<file path="config.mk">
export PLATFORM = sky130hd
export DESIGN_NAME = adder_arbiter
export DESIGN_NICKNAME = d
export VERILOG_FILES = /design/src/rtl/adder_arbiter_pkg.sv /design/src/rtl/adder_arbiter_rr.sv /design/src/rtl/hybrid_adder.sv /design/src/rtl/twos_complement.sv /design/src/rtl/adder_arbiter.sv
export VERILOG_INCLUDE_DIRS = /design/src /design/src/rtl
export SDC_FILE = /design/constraint.sdc
export NUM_CORES = 1
export LEC_CHECK = 0
export BUFFER_PORTS_ARGS = -buffer_cell sky130_fd_sc_hd__clkbuf_2
export CAP_MARGIN = 0
export CORE_ASPECT_RATIO = 1.75
export CORE_MARGIN = 5
export CORE_UTILIZATION = 50
export CTS_BUF_LIST = sky130_fd_sc_hd__clkbuf_8
export CTS_CLUSTER_DIAMETER = 150
export DETAILED_ROUTE_END_ITERATION = 6
export PLACE_DENSITY = 0.82
export SLEW_MARGIN = 20
export SYNTH_ARGS = -nofsm -noshare
export SYNTH_HDL_FRONTEND = slang
export SYNTH_SLANG_ARGS = --single-unit
</file>
<file path="constraint.sdc">
create_clock -name clk -period 21.9 [get_ports clk]
set_input_delay 4.38 -clock clk [delete_from_list [all_inputs] [get_ports clk]]
set_output_delay 4.38 -clock clk [all_outputs]
set_load 0.03 [all_outputs]
</file>
<file path="src/rtl/adder_arbiter_defines.sv">
// Shared word width and PC increment used across the adder arbiter slice.
`ifndef ADDER_ARBITER_DEFINES
`define ADDER_ARBITER_DEFINES
`define WORD_W 32
`define ADDR_INC 32'd4
`endif

</file>
<file path="src/rtl/adder_arbiter_pkg.sv">
// Types and helpers shared by the adder arbiter and its sub-blocks.
package adder_arbiter_pkg;
`include "adder_arbiter_defines.sv"

  localparam int WORD_W = `WORD_W;

  // Output slot occupancy: EMPTY until a grant lands, FULL until consumed.
  typedef enum logic {
    SLOT_EMPTY = 1'b0,
    SLOT_FULL  = 1'b1
  } slot_state_t;

  typedef struct packed {
    logic [WORD_W-1:0] sum;
    logic              carry;
    logic              ovf;
  } add_result_t;

  // Signed overflow: operands agree in sign but the sum does not.
  function automatic logic signed_ovf(input logic a_msb, input logic b_msb, input logic s_msb);
    return (a_msb == b_msb) && (s_msb != a_msb);
  endfunction

endpackage

</file>
<file path="src/rtl/adder_arbiter_rr.sv">
// One-hot round-robin arbiter scanning upward from the previous winner.
module rr_arbiter #(
  parameter int NUM_REQ = 4,
  parameter int ID_W    = 2
) (
  input  logic [NUM_REQ-1:0] req,
  input  logic [ID_W-1:0]    last_grant,
  input  logic               enable,
  output logic [NUM_REQ-1:0] grant,
  output logic [ID_W-1:0]    grant_id,
  output logic               any_grant
);

  logic [ID_W-1:0] idx;

  // First valid requester after last_grant (with wrap) wins when enabled.
  always_comb begin
    grant     = '0;
    grant_id  = '0;
    any_grant = 1'b0;
    idx       = '0;
    for (int k = 1; k <= NUM_REQ; k++) begin
      idx = ID_W'((int'(last_grant) + k) % NUM_REQ);
      if (enable && !any_grant && req[idx]) begin
        grant[idx] = 1'b1;
        grant_id   = idx;
        any_grant  = 1'b1;
      end
    end
  end

endmodule

</file>
<file path="src/rtl/hybrid_adder.sv">
// Hybrid adder: ripple-carry inside each block, carry-select between blocks.
module hybrid_adder #(
  parameter int W   = 32,
  parameter int BLK = 8
) (
  input  logic [W-1:0] a,
  input  logic [W-1:0] b,
  input  logic         cin,
  output logic [W-1:0] sum,
  output logic         cout
);

  localparam int NBLK = W / BLK;

  logic [NBLK:0] c;

  assign c[0] = cin;
  assign cout = c[NBLK];

  // Each block precomputes both carry-in cases and the incoming carry picks one.
  for (genvar k = 0; k < NBLK; k++) begin : g_blk
    logic [BLK:0] s0;
    logic [BLK:0] s1;
    assign s0 = {1'b0, a[k*BLK +: BLK]} + {1'b0, b[k*BLK +: BLK]};
    assign s1 = s0 + {{BLK{1'b0}}, 1'b1};
    assign {c[k+1], sum[k*BLK +: BLK]} = c[k] ? s1 : s0;
  end

endmodule

</file>
<file path="src/rtl/twos_complement.sv">
// Two's complement negator; the +1 carry-out is deliberately not exposed.
module twos_complement #(
  parameter int W = 32
) (
  input  logic [W-1:0] value,
  output logic [W-1:0] negated
);

  assign negated = ~value + {{(W-1){1'b0}}, 1'b1};

endmodule

</file>
<file path="src/rtl/adder_arbiter.sv">
// Shares one adder between NUM_REQ requesters behind a single registered result slot.
module adder_arbiter
  import adder_arbiter_pkg::*;
#(
  parameter int NUM_REQ = 4,
  parameter int ID_W    = 2
) (
  input  logic                      clk,
  input  logic                      rst_n,
  input  logic [NUM_REQ-1:0]        req_valid,
  output logic [NUM_REQ-1:0]        req_ready,
  input  logic [NUM_REQ-1:0]        req_sub,
  input  logic [NUM_REQ*WORD_W-1:0] req_a,
  input  logic [NUM_REQ*WORD_W-1:0] req_b,
  output logic                      resp_valid,
  input  logic                      resp_ready,
  output logic [ID_W-1:0]           resp_id,
  output logic [WORD_W-1:0]         resp_sum,
  output logic                      resp_carry,
  output logic                      resp_ovf
);

  slot_state_t       state_q;
  slot_state_t       state_d;
  logic [ID_W-1:0]   last_grant_q;
  logic [ID_W-1:0]   id_q;
  add_result_t       result_q;
  logic              can_accept;
  logic              any_grant;
  logic [ID_W-1:0]   grant_id;
  logic [WORD_W-1:0] sel_a;
  logic [WORD_W-1:0] sel_b;
  logic              sel_sub;
  logic [WORD_W-1:0] neg_b;
  logic [WORD_W-1:0] b_eff;
  logic [WORD_W-1:0] sum;
  logic              carry;

  assign resp_valid = (state_q == SLOT_FULL);
  assign resp_id    = id_q;
  assign resp_sum   = result_q.sum;
  assign resp_carry = result_q.carry;
  assign resp_ovf   = result_q.ovf;

  // A new result may enter when the slot is empty or is being drained this cycle.
  assign can_accept = !resp_valid || resp_ready;

  rr_arbiter #(
    .NUM_REQ(NUM_REQ),
    .ID_W   (ID_W)
  ) u_arb (
    .req       (req_valid),
    .last_grant(last_grant_q),
    .enable    (can_accept),
    .grant     (req_ready),
    .grant_id  (grant_id),
    .any_grant (any_grant)
  );

  assign sel_a   = req_a[int'(grant_id)*WORD_W +: WORD_W];
  assign sel_b   = req_b[int'(grant_id)*WORD_W +: WORD_W];
  assign sel_sub = req_sub[grant_id];

  twos_complement #(.W(WORD_W)) u_neg (
    .value  (sel_b),
    .negated(neg_b)
  );

  assign b_eff = sel_sub ? neg_b : sel_b;

  hybrid_adder #(.W(WORD_W)) u_add (
    .a   (sel_a),
    .b   (b_eff),
    .cin (1'b0),
    .sum (sum),
    .cout(carry)
  );

  // Slot state register.
  always_ff @(posedge clk or negedge rst_n) begin
    if (!rst_n) state_q <= SLOT_EMPTY;
    else        state_q <= state_d;
  end

  // A grant fills (or overwrites) the slot; a drain without a grant empties it.
  always_comb begin
    state_d = state_q;
    if (any_grant)       state_d = SLOT_FULL;
    else if (resp_ready) state_d = SLOT_EMPTY;
  end

  // Capture the winner's result and advance the round-robin pointer on each grant.
  always_ff @(posedge clk or negedge rst_n) begin
    if (!rst_n) begin
      last_grant_q <= ID_W'(NUM_REQ - 1);
      id_q         <= '0;
      result_q     <= '0;
    end else if (any_grant) begin
      last_grant_q   <= grant_id;
      id_q           <= grant_id;
      result_q.sum   <= sum;
      result_q.carry <= carry;
      result_q.ovf   <= signed_ovf(sel_a[WORD_W-1], b_eff[WORD_W-1], sum[WORD_W-1]);
    end
  end

endmodule

</file>
==> qor.txt, run 1 <==
Status: complete, no violations
# diodes: 0
Critical Path Source: req_valid[3]
Max clock buf depth: 2
Cell Chain, Critical Path: clkbuf_2, mux4_2, a31o_4, a21oi_4, buf_4, nand3_1, nand2_1, ha_1, o211ai_1, o21ai_0, xnor2_1, ha_1, inv_1, fa_1, nand2b_1, a21oi_1, o22ai_1, or3_1, a211oi_1, xor2_1, nand4_1, nand2_1, mux2i_1, o21ai_0
Largest net degree at the start of global routing: 71
Core Region: 0.0138 mm2
Crit path time final: 11.08 ns
CP peak stage delay: 0.74 ns
Crit path to: resp_sum[25]$_DFFE_PN0P_
Area Overhead vs Synth: 23.8%
Ys Warns: 0
Final clock skew: 0.0124 ns
CTS tree: yes
Total Routing Usage GR: 28.1%
Crit share post-route: 50.6%
RR Endpoint: resp_sum[25]$_DFFE_PN0P_
Final nets: 1590
Worst-path fanout max: 70
Yosys cell types: 67
Layout filler cell count: 1343
Post_cts resized: 0
Final setup fails: 0
Worst path bufs/invs: 3
Initial antenna violation count: 0
Per-instance average area after synthesis: 6.82 um2
Post-synthesis mux area share: 9.69%
Worst setup path category: input pin to flip-flop
Placed cell count: 1443
Drt via density: 5.67
Simple-gate share of the synthesized area: 33.3%
Post-CTS setup buffer count: 0
Slowest cell on crit path: buf_4
Die H: 166 um
First-pass GRT wire length: 38.3 mm
Largest area contributor in the netlist: nand2_1
Vias in the first global route: 7874
Reg2Reg Launch Point: last_grant_q[0]$_DFFE_PN1P_
R2r setup slk: 13.82 ns
Fin Hold WS: 0.478 ns
Sequential fraction of the synthesis area: 14.1%
CP Launch Type: input pin
Post-Synth XOR/XNOR Area: 9.37%
Critical path arrival: 11.23 ns
Final hold vios: 0
CTS root buf: clkbuf_8
#FFs+latches synth: 39
Post-synth EDFFs: 0
I/O Pins: 308
ANT nets after route: 0
Setup TNS: 0 ns
Seq. cell area: 978 um2
Top cell type's share of synthesized area: 15.0%
GPL Wtd Cong: 0.999
FMAX: 90.3 MHz
Synth Flop Type: dfrtp_1
Req. time, crit path: 22.05 ns
Non-filler instance count after layout: 1451
Multi-input gate area: 0.00560 mm2
Max cap viols: 0
FF-to-FF path depth: 26
Stages on worst setup path: 24
Synth top area cells: nand2_1, dfrtp_1, ha_1
Mapped Nets: 1331
# DRC: 0
Synth Area in Adders: 9.47%
Sink Count: 39
Clock transition at path regs: 0.07 ns
Syn Std Cell Area: 0.00692 mm2
First drt pass iteration count: 5
Routed len/inst: 16.6 um
Fraction of layout cells with a size suffix above 1: 28.6%
WL final: 24.1 mm
DP HPWL: 20.3 mm
Unrepaired setup endpoints after global routing: no
Via Count: 8225
Slew margin rel.: 38.6%
Clock Latency Late Sink: 0.30 ns
CTS Hold Bufs: 0
Starting Density: 50.3%
Delay-heaviest family, CP: compound AO/OA/AOI/OAI gates
Hold Crit Class: flip-flop to flip-flop
Cells after Synth: 1014
Total gr overflow: 0
Die X: 98.9 um
# port buffers: 307
CTS Buf Count: 5
Least-Margin Pin Slew: 0.921 ns
Row count: 57
CP endpoint kind: flip-flop
Number of DRC markers in iteration 0: 403
Largest family of logic cells by synthesized area: simple AND/OR/NAND/NOR gates
Compound-gate portion of the synthesized area: 18.6%
Slew Limit Fails: 0
Most common cell in the synthesized netlist: nand2_1
CTS H-tree depth: 2
Die area: 0.0164 mm2
Ys async rst share: 100%
Synth top cells by count: nand2_1, nor2_1, o21ai_0
==> worst min-delay path by stage <==
stage / slack [ns] / startpoint / to / cells after the start
detailed placement: 0.47 / resp_carry$_DFFE_PN0P_ / resp_carry$_DFFE_PN0P_ / 2
global placement: 0.46 / resp_id[1]$_DFFE_PN0P_ / resp_id[1]$_DFFE_PN0P_ / 2
finish: 0.48 / resp_sum[20]$_DFFE_PN0P_ / resp_sum[20]$_DFFE_PN0P_ / 2
floorplan: 0.65 / resp_id[0]$_DFFE_PN0P_ / resp_id[0]$_DFFE_PN0P_ / 2
CTS: 0.49 / resp_carry$_DFFE_PN0P_ / resp_carry$_DFFE_PN0P_ / 2
global route: 0.51 / resp_sum[27]$_DFFE_PN0P_ / resp_sum[27]$_DFFE_PN0P_ / 2
==> metrics by stage <==
step                utilization (%)  cell area, um2  setup WS, ns
global placement               61.4            8450         10.79
global route                   62.2            8570         10.17
CTS                            62.2            8570         10.89
detailed placement             61.4            8450         10.57
floorplan                         -            6920         11.40
finish                         62.2            8570         10.82
==> registers in the layout, summed over array words and instances (netlist names) <==
name / flops
resp_sum: 32
last_grant_q: 2
resp_id: 2
resp_carry: 1
resp_ovf: 1
resp_valid: 1
==> cells by family after synthesis <==
kind of cell | after synthesis
compound gates | 204
xor+xnor | 74
fa+ha+maj | 50
buf+inv | 80
flops | 39
mux | 59
simple gates | 508
==> layer usage <==
layer	wire [um]	up-vias	share of wire (%)	global-route usage, %
met1	9400	3713	39	32.8
met4	821	0	3.4	10.8
li1	-	4089	-	-
met5	0	-	0	0
met2	12500	364	52	51.3
met3	1350	59	5.6	3.62
==> layout make-up <==
class                           instances  area share, %
Multi-Input combinational cell        895           65.3
Inverter                               19          0.833
Clock inverter                          2          0.409
Clock buffer                            6          0.964
Sequential cell                        39           11.4
Tap cell                              177           2.59
Timing Repair Buffer                  313           18.5
==> worst min-delay path: stages, from the launching register on <==
cell	delay, ns
dfrtp_1	0.34
nand2_1	0.04
o21ai_0	0.06
==> cells in the final DEF (no fill, tap or decap), drive strengths merged, types with 5 or more instances in the layout <==
cell,netlist,routed
or3,17,17
mux2i,37,37
ha,46,46
and3,43,43
a31oi,44,44
dfrtp,37,37
nor2,68,68
nand4,10,10
xor2,38,38
nor3,17,17
clkbuf,30,313
o21ai,63,63
o31ai,6,6
a21oi,39,39
a22o,5,5
o311ai,5,5
nand2b,7,7
a211oi,5,5
mux2,18,18
inv,19,19
buf,31,6
a21o,7,7
nor2b,5,5
nor4,8,8
xnor2,36,36
nand3,35,35
nand2,276,276
o21a,6,6
and2,7,7
Power of run 1 is left out: the tool's default activity adds up to more than one toggle a clock period on the data nets, which glitch-free logic cannot reach.
==> run 2: changes to the inputs <==
--- a/config.mk
+++ b/config.mk
@@ -10,11 +10,11 @@
 export CAP_MARGIN = 0
 export CORE_ASPECT_RATIO = 1.75
 export CORE_MARGIN = 5
-export CORE_UTILIZATION = 50
+export CORE_UTILIZATION = 45
 export CTS_BUF_LIST = sky130_fd_sc_hd__clkbuf_8
 export CTS_CLUSTER_DIAMETER = 150
 export DETAILED_ROUTE_END_ITERATION = 6
-export PLACE_DENSITY = 0.82
+export PLACE_DENSITY = 0.78
 export SLEW_MARGIN = 20
 export SYNTH_ARGS = -nofsm -noshare
 export SYNTH_HDL_FRONTEND = slang
==> constraint.sdc (replaced) <==
create_clock -name clk -period 9.6 [get_ports clk]
set_input_delay 1.92 -clock clk [delete_from_list [all_inputs] [get_ports clk]]
set_output_delay 1.92 -clock clk [all_outputs]
set_load 0.03 [all_outputs]
==> run 2 against run 1 <==
Flip-flop and latch count unchanged; final area rose by 0.58%; die area grew 10%; first-iteration DRC count increased by 2.7%; worst setup slack got worse by 9.2 ns; non-clock buffer count is 1 higher; wire length up 1.6%; via count rose by 0.67%; critical path depth grew 1; global-route usage is 2.6 points lower; critical endpoint unchanged; largest cell class unchanged.
==> qor.txt, run 2 (synthesis results as in run 1) <==
Status: complete, no violations (unchanged)
Largest net degree at the start of global routing: 70 (was 71)
Final nets: 1591 (was 1590)
Die H: 174 um (was 166 um)
Fin Hold WS: 0.479 ns (was 0.478 ns)
GPL Wtd Cong: 0.969 (was 0.999)
Crit share post-route: 82.8%
CP Launch Type: input pin (unchanged)
Placed cell count: 1453 (was 1443)
Crit path time final: 7.95 ns
Setup TNS: 0 ns (unchanged)
Clock transition at path regs: 0.07 ns (about the same)
ANT nets after route: 0 (unchanged)
Slew margin rel.: 37.6% (was 38.6%)
Max clock buf depth: 2 (unchanged)
DP HPWL: 20.6 mm (was 20.3 mm)
Final hold vios: 0 (unchanged)
CP dominant cell by count: o21ai_0
Most common cell after layout, fill and taps aside: clkbuf_2 (unchanged)
CP peak stage delay: 0.71 ns (was 0.74 ns)
Via Count: 8280 (was 8225)
Reg2Reg Launch Point: last_grant_q[0]$_DFFE_PN1P_ (unchanged)
Worst setup path category: input pin to flip-flop (unchanged)
Clock Latency Late Sink: 0.29 ns (was 0.30 ns)
Starting Density: 45.4% (was 50.3%)
Delay-heaviest family, CP: simple AND/OR/NAND/NOR gates (was compound AO/OA/AOI/OAI gates)
Final setup fails: 0 (unchanged)
Slowest cell on crit path: nand2_2 (was buf_4)
Worst Hold Launch: resp_sum[22]$_DFFE_PN0P_ (was resp_sum[20]$_DFFE_PN0P_)
First-pass GRT wire length: 38.6 mm (was 38.3 mm)
Total Routing Usage GR: 25.5% (was 28.1%)
Slew Limit Fails: 0 (unchanged)
CTS tree: yes (unchanged)
Least-Margin Pin Slew: 0.936 ns (was 0.921 ns)
CTS H-tree depth: 2 (unchanged)
Max cap viols: 0 (unchanged)
Unrepaired setup endpoints after global routing: no (unchanged)
I/O Pins: 308 (unchanged)
Worst path bufs/invs: 2 (was 3)
CP endpoint kind: flip-flop (unchanged)
# port buffers: 307 (unchanged)
Req. time, crit path: 9.75 ns (was 22.05 ns)
Worst-path fanout max: 54 (was 70)
Hold Crit Class: flip-flop to flip-flop (unchanged)
# DRC: 0 (unchanged)
CTS root buf: clkbuf_8 (unchanged)
Critical path arrival: 8.10 ns (was 11.23 ns)
Vias in the first global route: 7932 (was 7874)
Die X: 104 um (was 98.9 um)
Post-CTS setup buffer count: 0 (unchanged)
Row count: 60 (was 57)
Initial antenna violation count: 0 (unchanged)
Commonest cells after routing, fill and taps aside: clkbuf_2, nand2_1, nor2_1, o21ai_0, ha_1 (unchanged)
Non-filler instance count after layout: 1461 (was 1451)
Area Overhead vs Synth: 24.5% (was 23.8%)
Die area: 0.0181 mm2 (was 0.0164 mm2)
Post_cts resized: 0 (unchanged)
FMAX: 126 MHz
Sink Count: 39 (unchanged)
Core Region: 0.0152 mm2 (was 0.0138 mm2)
Fraction of layout cells with a size suffix above 1: 28.7% (was 28.6%)
WL final: 24.4 mm (was 24.1 mm)
Routed len/inst: 16.7 um (was 16.6 um)
Layout filler cell count: 1564 (was 1343)
Number of DRC markers in iteration 0: 414 (was 403)
CTS Hold Bufs: 0 (unchanged)
Final clock skew: 0.00409 ns (was 0.0124 ns)
CTS Buf Count: 5 (unchanged)
Critical Path Source: req_valid[3] (unchanged)
Max FFs per register: 32 (unchanged)
Drt via density: 5.67 (about the same)
First drt pass iteration count: 5 (unchanged)
Total gr overflow: 0 (unchanged)
# diodes: 0 (unchanged)
## run 2: worst paths after layout
kind                       slack [ns]                        to  cells after the start
hold / removal                   0.48  resp_sum[22]$_DFFE_PN0P_                      2
min in group asynchronous        1.75    resp_id[1]$_DFFE_PN0P_                      1
max in group asynchronous        7.26  resp_sum[26]$_DFFE_PN0P_                      1
setup / recovery                 1.65  resp_sum[25]$_DFFE_PN0P_                     25
setup reg to reg                 1.99  resp_sum[25]$_DFFE_PN0P_                     26
hold reg to reg                  0.48  resp_sum[22]$_DFFE_PN0P_                      2
## run 2: tightest hold or removal path, delay by kind of cell (launching register included)
| family | cells | cell delay (ns) |
|---|---|---|
| simple gates | 1 | 0.04 |
| compound gates | 1 | 0.06 |
| flops | 1 | 0.35 |
## run 2: layer usage
metal / share of wire [%] / GRT usage (%) / routed length, um
met4: 5.4 / 13.4 / 1320
met2: 50 / 45.4 / 12300
met5: 0 / 0 / 0
met1: 39 / 29.9 / 9480
met3: 5.6 / 2.60 / 1370
## run 2: per-stage QoR
step / instance area [um2] / setup WS, ns / utilization (%)
4_1_cts: 8620 / 1.65 / 56.5
3_5_place_dp: 8480 / 1.34 / 55.6
5_1_grt: 8620 / 0.991 / 56.5
3_3_place_gp: 8480 / 1.53 / 55.6
2_1_floorplan: 6920 / 1.56 / -
6_report: 8620 / 1.65 / 56.5
## run 2: area by class of cell
type | instances | area [um2] | area share [%]
well taps | 186 | 233 | 2.70
multi-input cells | 895 | 5600 | 64.9
flip-flops and latches | 39 | 978 | 11.4
clock inverters | 3 | 67.6 | 0.784
inverters | 19 | 71.3 | 0.828
repair buffers | 314 | 1600 | 18.6
clock buffers | 5 | 68.8 | 0.799
Power of run 2 is left out for the same reason.
